`src/rtl/dual_issue_scheduler.sv`:
```
// Issue-stage controller: dual-issues a decoded pair when legal, otherwise splits it
// (older slot first, younger slot held and issued alone next), with flush and split counting.
module dual_issue_scheduler #(
  parameter int unsigned CTRL_W = 32,
  parameter int unsigned PERF_W = 16
) (
  input  logic              clk_i,
  input  logic              rst_i,
  input  logic              flush_i,
  input  logic              pair_valid_i,
  output logic              pair_ready_o,
  input  logic [31:0]       inst0_i,
  input  logic [31:0]       inst1_i,
  input  logic [CTRL_W-1:0] ctrl0_i,
  input  logic [CTRL_W-1:0] ctrl1_i,
  input  logic [4:0]        rd0_i,
  input  logic              rd_we0_i,
  input  logic [4:0]        rs1_1_i,
  input  logic [4:0]        rs2_1_i,
  input  logic [1:0]        rs_use1_i,
  input  logic              mem0_i,
  input  logic              mem1_i,
  input  logic              br0_i,
  input  logic              br1_i,
  input  logic              ex_ready_i,
  output logic              iss0_valid_o,
  output logic [31:0]       iss0_inst_o,
  output logic [CTRL_W-1:0] iss0_ctrl_o,
  output logic              iss1_valid_o,
  output logic [31:0]       iss1_inst_o,
  output logic [CTRL_W-1:0] iss1_ctrl_o,
  output logic [PERF_W-1:0] split_cnt_o
);

  typedef enum logic {StPair, StSplit} state_e;

  state_e              state_q, state_d;
  logic                iss0_valid_q, iss0_valid_d;
  logic [31:0]         iss0_inst_q, iss0_inst_d;
  logic [CTRL_W-1:0]   iss0_ctrl_q, iss0_ctrl_d;
  logic                iss1_valid_q, iss1_valid_d;
  logic [31:0]         iss1_inst_q, iss1_inst_d;
  logic [CTRL_W-1:0]   iss1_ctrl_q, iss1_ctrl_d;
  logic [31:0]         hold_inst_q, hold_inst_d;
  logic [CTRL_W-1:0]   hold_ctrl_q, hold_ctrl_d;
  logic [PERF_W-1:0]   split_cnt_q, split_cnt_d;

  logic raw, conflict, accept;

  // x0 as a destination never creates a dependency.
  assign raw = rd_we0_i && (rd0_i != 5'd0) &&
               ((rs_use1_i[0] && (rs1_1_i == rd0_i)) || (rs_use1_i[1] && (rs2_1_i == rd0_i)));
  assign conflict = raw || (mem0_i && mem1_i) || (br0_i && br1_i);

  assign pair_ready_o = (state_q == StPair) && ex_ready_i && !flush_i;
  assign accept       = pair_valid_i && pair_ready_o;

  always_comb begin
    state_d      = state_q;
    iss0_valid_d = iss0_valid_q;
    iss0_inst_d  = iss0_inst_q;
    iss0_ctrl_d  = iss0_ctrl_q;
    iss1_valid_d = iss1_valid_q;
    iss1_inst_d  = iss1_inst_q;
    iss1_ctrl_d  = iss1_ctrl_q;
    hold_inst_d  = hold_inst_q;
    hold_ctrl_d  = hold_ctrl_q;
    split_cnt_d  = split_cnt_q;

    if (flush_i) begin
      iss0_valid_d = 1'b0;
      iss1_valid_d = 1'b0;
      state_d      = StPair;
      hold_inst_d  = '0;
      hold_ctrl_d  = '0;
    end else if (ex_ready_i) begin
      unique case (state_q)
        StPair: begin
          if (accept) begin
            iss0_valid_d = 1'b1;
            iss0_inst_d  = inst0_i;
            iss0_ctrl_d  = ctrl0_i;
            if (conflict) begin
              iss1_valid_d = 1'b0;
              hold_inst_d  = inst1_i;
              hold_ctrl_d  = ctrl1_i;
              state_d      = StSplit;
              if (split_cnt_q != '1) split_cnt_d = split_cnt_q + PERF_W'(1);
            end else begin
              iss1_valid_d = 1'b1;
              iss1_inst_d  = inst1_i;
              iss1_ctrl_d  = ctrl1_i;
            end
          end else begin
            iss0_valid_d = 1'b0;
            iss1_valid_d = 1'b0;
          end
        end
        StSplit: begin
          // Held younger instruction always issues on the older lane.
          iss0_valid_d = 1'b1;
          iss0_inst_d  = hold_inst_q;
          iss0_ctrl_d  = hold_ctrl_q;
          iss1_valid_d = 1'b0;
          state_d      = StPair;
        end
        default: state_d = StPair;
      endcase
    end
  end

  always_ff @(posedge clk_i or posedge rst_i) begin
    if (rst_i) begin
      state_q      <= StPair;
      iss0_valid_q <= 1'b0;
      iss0_inst_q  <= '0;
      iss0_ctrl_q  <= '0;
      iss1_valid_q <= 1'b0;
      iss1_inst_q  <= '0;
      iss1_ctrl_q  <= '0;
      hold_inst_q  <= '0;
      hold_ctrl_q  <= '0;
      split_cnt_q  <= '0;
    end else begin
      state_q      <= state_d;
      iss0_valid_q <= iss0_valid_d;
      iss0_inst_q  <= iss0_inst_d;
      iss0_ctrl_q  <= iss0_ctrl_d;
      iss1_valid_q <= iss1_valid_d;
      iss1_inst_q  <= iss1_inst_d;
      iss1_ctrl_q  <= iss1_ctrl_d;
      hold_inst_q  <= hold_inst_d;
      hold_ctrl_q  <= hold_ctrl_d;
      split_cnt_q  <= split_cnt_d;
    end
  end

  assign iss0_valid_o = iss0_valid_q;
  assign iss0_inst_o  = iss0_inst_q;
  assign iss0_ctrl_o  = iss0_ctrl_q;
  assign iss1_valid_o = iss1_valid_q;
  assign iss1_inst_o  = iss1_inst_q;
  assign iss1_ctrl_o  = iss1_ctrl_q;
  assign split_cnt_o  = split_cnt_q;

endmodule

```
`config.mk`:
```
export PLATFORM = sky130hd
export DESIGN_NAME = dual_issue_scheduler
export DESIGN_NICKNAME = d
export VERILOG_FILES = /design/src/rtl/dual_issue_scheduler.sv
export SDC_FILE = /design/constraint.sdc
export NUM_CORES = 1
export LEC_CHECK = 0
export CORE_MARGIN = 1
export CORE_UTILIZATION = 45
export CTS_CLUSTER_DIAMETER = 120
export DETAILED_ROUTE_END_ITERATION = 7
export PLACE_DENSITY = 0.77
export SLEW_MARGIN = 40
export SYNTH_ARGS = -nofsm -noshare
export SYNTH_HDL_FRONTEND = slang
export SYNTH_SLANG_ARGS = --single-unit
```
`constraint.sdc`:
```
create_clock -name clk_i -period 9.9 [get_ports clk_i]
set_clock_uncertainty 0.1 [all_clocks]
set_input_delay 2.97 -clock clk_i [delete_from_list [all_inputs] [get_ports clk_i]]
set_output_delay 2.97 -clock clk_i [all_outputs]
set_load 0.01 [all_outputs]
```
# Word level (Yosys, flattened, before mapping)

Cells that the tools add are included.

$add $sub $neg: 1
Equal/unequal tests: 5
Muxes and demuxes: 28
Bitwise logic cells: 3
Reductions and logical operators: 21

Operator list:

| cell                                                             | count |
|---|---|
| 32-bit two-way mux                                               | 12 |
| 32-bit case mux with 2 select lines                              | 2 |
| 16-bit by 1-bit adder with 16-bit output (second input constant) | 1 |
| 16-bit != test (second input constant)                           | 1 |
| 1-bit two-way mux                                                | 11 |
| 5-bit equality test                                              | 2 |
| 1-bit logical AND                                                | 9 |
| 1-bit case mux with 2 select lines                               | 3 |
| 6-bit AND reduction                                              | 1 |
| 2-bit nonzero test                                               | 3 |
| 5-bit AND reduction                                              | 1 |
| 5-bit nonzero test                                               | 1 |
| 2-bit != test (second input constant)                            | 2 |
| 4-bit AND reduction                                              | 1 |
| 1-bit logical OR                                                 | 3 |
| 1-bit NOT                                                        | 3 |
| 3-bit AND reduction                                              | 1 |
| 1-bit zero test                                                  | 1 |

Register bits: 211
Output and inout bits: 147
Logic and storage cells: 68

# Depth between registers and ports, before layout

Gate-level depths: netlist of run 1.

Depth in word-level cells: 11
Mapped depth: 9

# Least setup slack after synthesis of run 1

OpenSTA, ideal clock, no wires.

Kind: input-to-output
From: input port flush_i
To: output port pair_ready_o
Data arrival time: 3.437 ns
Data required time: 6.830 ns
Path slack: 3.393 ns
Cell stages on the path: 2
Buffers on the path: 0
Cell sequence: nand2b_1 nor2_1

Longest elaborated chain between the ends: 2

Ends and longest elaborated chain:

| item              | line | text |
|---|---|---|
| from (decl)       | 9    | `input logic flush_i,` |
| 1-bit zero test   | 55   | `assign pair_ready_o = (state_q == StPair) && ex_ready_i && !flush_i;` |
| 1-bit logical AND | 55   |  |
| to (decl)         | 11   | `output logic pair_ready_o,` |

No other way between the ends.

# Worst setup path in the final report of run 1

Same ends and word-level chain as after synthesis.

==> results_tabular.tex, run 1 <==
\begin{tabular}{lr}
\hline
Metric & Value \\
\hline
\multicolumn{2}{l}{\textbf{Layout}} \\
Net count reported at finish & 1234 \\
Antenna diode count & 0 \\
Area taken by flip-flops and latches & 5280 sq um \\
Total of fill cells in the finished design & 1499 \\
Fraction of final layout cells sized beyond drive strength 1 & 11.7\% \\
Combined area of the multi-input logic cells & 3590 sq um \\
Count of non-filler cells in the finished layout & 1360 \\
Synthesis-to-layout area growth & 43.1\% \\
\multicolumn{2}{l}{\textbf{Global route}} \\
Pin count of the biggest net entering global routing & 140 \\
Global router's overall resource usage & 23.5\% \\
Via count of the first global-routing pass & 7187 \\
Total grt overflow & 0 \\
Global-route wire length before repair & 38400 um \\
Number of antenna violations at the first check in global routing & 0 \\
\multicolumn{2}{l}{\textbf{STA}} \\
Setup repair after global routing missed its margin & false \\
Worst setup margin & 2.18 ns \\
Number of pins with negative max-slew slack in the final report & 0 \\
Shortest period the worst path allows & 7.72 ns \\
Highest Clock Rate & 130 MHz \\
Number of failing hold endpoints at the final stage & 0 \\
Final setup viols & 0 \\
Worst-Margin Slew & 0.795 ns \\
Worst max-slew margin expressed relative to the limit & 47.0\% \\
Period utilization & 78.0\% \\
Fin Setup TNS & 0 ns \\
\multicolumn{2}{l}{\textbf{Detailed routing}} \\
Per-cell via count in the routed design & 5.04 \\
Count of nets left with antenna violations after detail routing & 0 \\
DRC violation count after routing & 0 \\
Detailed-routing iteration count for the pre-antenna-repair pass & 4 \\
Mean routed wirelength per cell & 18.1 um \\
Detailed-route via count & 6859 \\
Drt total wl & 24600 um \\
Violation count after the first detailed-routing iteration & 229 \\
\multicolumn{2}{l}{\textbf{Setup path}} \\
Required time at the worst-slack endpoint & 6.83 ns \\
Critical path, cell by cell & buf\_2 > buf\_4 > nand2b\_1 > nor2\_1 > clkdlybuf4s50\_1 \\
Arrival time at the worst endpoint & 4.65 ns \\
Type of element capturing the critical path & output port \\
Type of the setup path with the least slack & primary input to output port \\
CP bufs+invs & 3 \\
Delay of the slowest cell on the worst path & 0.62 ns \\
Slowest library cell on the worst path & sky130\_fd\_sc\_hd\_\_clkdlybuf4s50\_1 \\
Critical Path Fanout Max & 66 \\
Critical Path Start Type & primary input \\
Critical path's top delay family & buffers and inverters \\
\multicolumn{2}{l}{\textbf{Yosys}} \\
Cell area after synthesis & 9180 sq um \\
Unique cell type count in the Yosys netlist & 37 \\
Synthesis warning total & 0 \\
Flip-flop cell with the highest count after synthesis & sky130\_fd\_sc\_hd\_\_dfrtp\_1 \\
Cell types occupying the most area after synthesis & sky130\_fd\_sc\_hd\_\_dfrtp\_1 58\%, sky130\_fd\_sc\_hd\_\_mux2\_4 8.0\%, sky130\_fd\_sc\_hd\_\_mux2i\_1 7.0\% \\
Share of synthesized flip-flops with an asynchronous set or reset & 100\% \\
Synthesized net count & 950 \\
Number of enable-type register cells in the synthesized netlist & 0 \\
Number of cells produced by synthesis & 794 \\
Largest area contributor in the netlist & sky130\_fd\_sc\_hd\_\_dfrtp\_1 \\
Portion of the post-synthesis area used by sequential elements & 57.5\% \\
Area fraction of the dominant cell type after synthesis & 57.5\% \\
Mean post-synth cell area & 11.6 sq um \\
Total of flip-flops plus latches after synthesis & 211 \\
\multicolumn{2}{l}{\textbf{Floorplanning}} \\
Initial core utilization & 46.5\% \\
Area of the die & 21000 sq um \\
Core Area & 19700 sq um \\
Num rows & 51 \\
Die width & 145 um \\
Vert. Die Dim & 145 um \\
Number of top-level pins & 302 \\
\multicolumn{2}{l}{\textbf{CTS}} \\
Number of post-CTS setup repair buffers & 0 \\
Clock tree from TritonCTS & yes \\
Total CTS buffers & 23 \\
Latest clock arrival within the worst-skew pair & 0.51 ns \\
CTS hold repair buffers & 0 \\
Clock transition at path regs & 0.06 ns \\
Clock Tree Root & sky130\_fd\_sc\_hd\_\_clkbuf\_16 \\
Sink count of the clock tree & 211 \\
Bufs on Longest Clock Path & 3 \\
Cts repair resizes & 0 \\
Number of H-tree branching levels & 1 \\
\multicolumn{2}{l}{\textbf{Pwr}} \\
PwrDens & 198 nW/um\^{}2 \\
Standby leakage power & 5.66 nW \\
Peak supply drop & 0.000137 V \\
\multicolumn{2}{l}{\textbf{Placed design}} \\
DP Worst Slack & 2.19 ns \\
Cell count after placement & 1318 \\
Post-DP HPWL & 16100 um \\
Port Buf Inserts & 301 \\
Final weighted congestion in routability-driven placement & 0.777 \\
\multicolumn{2}{l}{\textbf{Min path}} \\
Class of the tightest hold or removal check & flip-flop to flip-flop \\
\multicolumn{2}{l}{\textbf{Flow run}} \\
Maximum capacitance violations & 0 \\
\multicolumn{2}{l}{\textbf{Run status}} \\
Result of the run & complete, no violations \\
\hline
\end{tabular}
-- worst reg2reg max path: stages, from the launching register on --
cell                      delay (ns)
sky130_fd_sc_hd__dfrtp_4        0.67
sky130_fd_sc_hd__nor2_1         0.42
sky130_fd_sc_hd__nand2_1        0.17
sky130_fd_sc_hd__and2b_2        0.72
sky130_fd_sc_hd__buf_4          0.50
sky130_fd_sc_hd__nand2_1        0.10
sky130_fd_sc_hd__a21oi_1        0.15
-- cells in the mapped netlist, drive strengths merged (5+ instances only) --
cell type	instances
a21oi	92
and3	5
buf	28
clkbuf	24
dfrtp	211
mux2	65
mux2i	64
nand2	135
nand3	8
nand3b	36
nor2	75
xnor2	6
xor2	19
-- where the power goes --
group	total [W]	internal, W	leakage [nW]	switching, W
sequential	0.00108	0.000995	2.62	0.0000818
combinational	0.000634	0.000392	2.65	0.000242
clock	0.000886	0.000535	0.390	0.000350
-- final cells by class --
class / count / area share (%)
Multi-Input combinational cell: 528 / 27.4
Clock buffer: 30 / 4.89
Tap cell: 265 / 2.53
Sequential cell: 211 / 40.2
Clock inverter: 12 / 1.08
Inverter: 3 / 0.181
Timing Repair Buffer: 311 / 23.7
-- layout by cell type, fill, tap and decap left out, types with 2 or more instances in the layout --
cell,netlist,routed
sky130_fd_sc_hd__mux2i_1,64,64
sky130_fd_sc_hd__clkdlybuf4s50_1,0,300
sky130_fd_sc_hd__dfrtp_1,211,210
sky130_fd_sc_hd__nor2_4,1,2
sky130_fd_sc_hd__xor2_1,19,19
sky130_fd_sc_hd__nand2_1,135,135
sky130_fd_sc_hd__nor3_2,3,3
sky130_fd_sc_hd__clkbuf_16,0,23
sky130_fd_sc_hd__a21o_1,2,2
sky130_fd_sc_hd__clkbuf_1,24,3
sky130_fd_sc_hd__nand3b_1,36,36
sky130_fd_sc_hd__bufinv_16,0,3
sky130_fd_sc_hd__clkinv_2,0,7
sky130_fd_sc_hd__mux2_2,16,16
sky130_fd_sc_hd__and3_1,5,5
sky130_fd_sc_hd__nor2_1,74,73
sky130_fd_sc_hd__nand3_1,8,7
sky130_fd_sc_hd__nand4_1,3,3
sky130_fd_sc_hd__mux2_4,49,49
sky130_fd_sc_hd__inv_1,3,2
sky130_fd_sc_hd__buf_4,7,7
sky130_fd_sc_hd__clkbuf_8,0,4
sky130_fd_sc_hd__a21oi_1,92,92
sky130_fd_sc_hd__nor4_1,2,2
sky130_fd_sc_hd__xnor2_1,6,6
-- logic make-up (layout without fill, tap and decap cells) --
logic type,Yosys count,after routing,share of synthesized area (%)
mux,129,129,17.0
flops,211,211,57.5
buf+inv,55,356,3.45
fa+ha+maj,1,1,0.136
simple gates,275,275,13.9
compound gates,98,98,5.63
xor+xnor,25,25,2.39
-- layer usage --
metal	global-route usage (%)	share of wire [%]	wire, um
met1	29.4	41	10100
met2	39.3	48	11800
met3	7.17	8.4	2060
met4	6.43	2.2	544
met5	0	0	0
-- registers in the layout (all words and copies together) (netlist names), 16 cells and up --
name,cells
hold_ctrl_q,32
hold_inst_q,32
iss0_ctrl_o,32
iss0_inst_o,32
iss1_ctrl_o,32
iss1_inst_o,32
split_cnt_o,16
-- per-stage QoR --
step | power (W) | instance area, sq um | util, % | hold slack, ns
after floorplan | 0.00134 | 9180 | - | 0.379
after global placement | 0.00171 | 12300 | 62.4 | 0.364
after detailed placement | 0.00172 | 12300 | 62.6 | 0.370
after CTS | 0.00263 | 13100 | 66.6 | 0.386
after global routing | 0.00271 | 13100 | 66.6 | 0.410
final | 0.00260 | 13100 | 66.6 | 0.380
-- path summary, 6_finish.rpt --
check,from,to,slack (ns),cells past startpoint
max,flush_i,pair_ready_o,2.18,5
min,iss0_valid_o,iss0_valid_o,0.38,1
max reg2reg,state_q,hold_inst_q[31],6.99,6
min reg2reg,iss0_valid_o,iss0_valid_o,0.38,1
max in group asynchronous,rst_i,iss1_inst_o[30],5.62,3
min in group asynchronous,rst_i,iss1_inst_o[7],2.97,2
Power figures use the tool's default switching activity.
==> inputs of run 2 (changes only) <==
- CORE_UTILIZATION: 45 -> 42
- PLACE_DENSITY: 0.77 -> 0.75
- clock period: 9.9 -> 6.2 ns (I/O delays scaled with it)
==> results_tabular.tex, run 2 (synthesis gave the netlist of run 1 again) <==
\begin{tabular}{lr}
\hline
Metric & Value \\
\hline
\multicolumn{2}{l}{\textbf{Run status}} \\
Result of the run & complete, no violations \\
\multicolumn{2}{l}{\textbf{Setup path}} \\
CP bufs+invs & 2 \\
Arrival time at the worst endpoint & 3.50 ns \\
Path depth of the worst reg2reg path & 6 \\
Startpoint of the worst setup timing path & ex\_ready\_i \\
Cell occurring most often along the worst timing path & sky130\_fd\_sc\_hd\_\_clkdlybuf4s50\_1 \\
End of the worst register-to-register path & hold\_ctrl\_q[17] \\
Type of the setup path with the least slack & primary input to output port \\
Slowest library cell on the worst path & sky130\_fd\_sc\_hd\_\_clkdlybuf4s50\_1 \\
Critical Path Fanout Max & 4 \\
Critical Path Start Type & primary input \\
Type of element capturing the critical path & output port \\
Critical path, cell by cell & clkdlybuf4s50\_1 > nand2b\_1 > nor2\_1 > clkdlybuf4s50\_1 \\
Delay of the slowest cell on the worst path & 0.64 ns \\
Required time at the worst-slack endpoint & 4.24 ns \\
Critical path's top delay family & buffers and inverters \\
Worst reg2reg startpoint & state\_q \\
Worst R2R Setup Slack & 3.38 ns \\
\multicolumn{2}{l}{\textbf{STA}} \\
Fin Setup TNS & 0 ns \\
Shortest period the worst path allows & 5.46 ns \\
Period utilization & 88.0\% \\
Highest Clock Rate & 183 MHz \\
Final setup viols & 0 \\
Worst max-slew margin expressed relative to the limit & 51.7\% \\
Number of pins with negative max-slew slack in the final report & 0 \\
Setup repair after global routing missed its margin & false \\
Number of failing hold endpoints at the final stage & 0 \\
Worst-Margin Slew & 0.724 ns \\
\multicolumn{2}{l}{\textbf{Detailed routing}} \\
Drt total wl & 24500 um \\
Per-cell via count in the routed design & 5.04 \\
Max layer used & met4 \\
Detailed-routing iteration count for the pre-antenna-repair pass & 4 \\
Count of nets left with antenna violations after detail routing & 0 \\
Wire length on met2 & 11800 um \\
Mean routed wirelength per cell & 17.9 um \\
Post-route met1 wirelength & 10500 um \\
Detailed-route via count & 6913 \\
DRC violation count after routing & 0 \\
Met3 wirelength from detailed routing & 1700 um \\
Violation count after the first detailed-routing iteration & 214 \\
\multicolumn{2}{l}{\textbf{Floorplanning}} \\
Num rows & 53 \\
Initial core utilization & 43.2\% \\
Number of top-level pins & 302 \\
Area of the die & 22400 sq um \\
Vert. Die Dim & 150 um \\
Die width & 150 um \\
Core Area & 21200 sq um \\
\multicolumn{2}{l}{\textbf{Layout}} \\
Antenna diode count & 0 \\
Fraction of final layout cells sized beyond drive strength 1 & 11.8\% \\
Commonest non-fill, non-tap cell in the layout & sky130\_fd\_sc\_hd\_\_clkdlybuf4s50\_1 \\
Commonest non-fill, non-tap cells in the layout & 300 x sky130\_fd\_sc\_hd\_\_clkdlybuf4s50\_1, 210 x sky130\_fd\_sc\_hd\_\_dfrtp\_1, 135 x sky130\_fd\_sc\_hd\_\_nand2\_1 \\
Net count reported at finish & 1235 \\
Synthesis-to-layout area growth & 43.1\% \\
Post-route core utilization & 61.9\% \\
\multicolumn{2}{l}{\textbf{Pwr}} \\
Peak supply drop & 0.000238 V \\
Standby leakage power & 5.65 nW \\
PwrDens & 312 nW/um\^{}2 \\
\multicolumn{2}{l}{\textbf{CTS}} \\
Clock tree from TritonCTS & yes \\
Number of post-CTS setup repair buffers & 0 \\
Latest clock arrival within the worst-skew pair & 0.51 ns \\
Clock Tree Root & sky130\_fd\_sc\_hd\_\_clkbuf\_16 \\
Cts repair resizes & 0 \\
CTS hold repair buffers & 0 \\
Bufs on Longest Clock Path & 3 \\
Number of H-tree branching levels & 1 \\
Clock transition at path regs & 0.06 ns \\
Total CTS buffers & 24 \\
Sink count of the clock tree & 211 \\
\multicolumn{2}{l}{\textbf{Global route}} \\
Pin count of the biggest net entering global routing & 111 \\
Via count of the first global-routing pass & 7107 \\
Global-route wire length before repair & 38900 um \\
Number of antenna violations at the first check in global routing & 0 \\
Total grt overflow & 0 \\
Global router's overall resource usage & 22.2\% \\
\multicolumn{2}{l}{\textbf{Min path}} \\
Hold Path End & iss1\_valid\_o \\
Count of cells along the worst hold path & 1 \\
Class of the tightest hold or removal check & flip-flop to flip-flop \\
Hold Startpoint & iss1\_valid\_o \\
\multicolumn{2}{l}{\textbf{Placed design}} \\
Post-DP HPWL & 16200 um \\
Port Buf Inserts & 301 \\
Final weighted congestion in routability-driven placement & 0.823 \\
\multicolumn{2}{l}{\textbf{Flow run}} \\
Maximum capacitance violations & 0 \\
\hline
\end{tabular}
==> run 2: where the power goes <==
group          internal, W  switching (W)
Clock             0.000798       0.000574
Sequential         0.00159       0.000126
Combinational     0.000627       0.000384
Total              0.00301        0.00108
==> run 2: worst max-delay path by stage <==
| stage | to | slack, ns | cells after the start |
|---|---|---|---|
| floorplan | hold_ctrl_q[0] | 1.50 | 1 |
| global placement | pair_ready_o | 0.85 | 4 |
| detailed placement | pair_ready_o | 0.84 | 4 |
| global route | pair_ready_o | 0.69 | 4 |
| CTS | pair_ready_o | 0.82 | 4 |
| finish | pair_ready_o | 0.74 | 4 |
==> run 2: metal layers <==
| metal | up-vias | GRT usage, % |
|---|---|---|
| li1 | 3263 | - |
| met1 | 3412 | 28.7 |
| met2 | 197 | 37.1 |
| met3 | 41 | 5.55 |
| met4 | 0 | 5.51 |
| met5 | - | 0 |
==> run 2: worst register-to-register path, stage by stage, from the launching register on <==
cell                      delay, ns
sky130_fd_sc_hd__dfrtp_4       0.71
sky130_fd_sc_hd__nor2_1        0.48
sky130_fd_sc_hd__nand2_1       0.19
sky130_fd_sc_hd__and2b_2       0.73
sky130_fd_sc_hd__buf_12        0.31
sky130_fd_sc_hd__nand2_1       0.10
sky130_fd_sc_hd__a21oi_1       0.12
==> run 2: through the flow <==
stage	area, sq um	power (W)	setup slack, ns	std cells	hold WS [ns]
after floorplan	9180	0.00215	1.50	794	0.379
after global placement	12400	0.00273	0.850	1328	0.358
after detailed placement	12400	0.00275	0.839	1328	0.366
after CTS	13100	0.00415	0.820	1372	0.379
after global routing	13100	0.00429	0.688	1372	0.400
final	13100	0.00410	0.743	1372	0.375
==> run 2: cell type report <==
class                           instances  area, sq um
Fill cell                            1740         8090
Sequential cell                       211         5280
Multi-Input combinational cell        528         3600
Timing Repair Buffer                  311         3120
Clock buffer                           34          709
Tap cell                              275          344
Clock inverter                         10         57.6
Inverter                                3         15.0
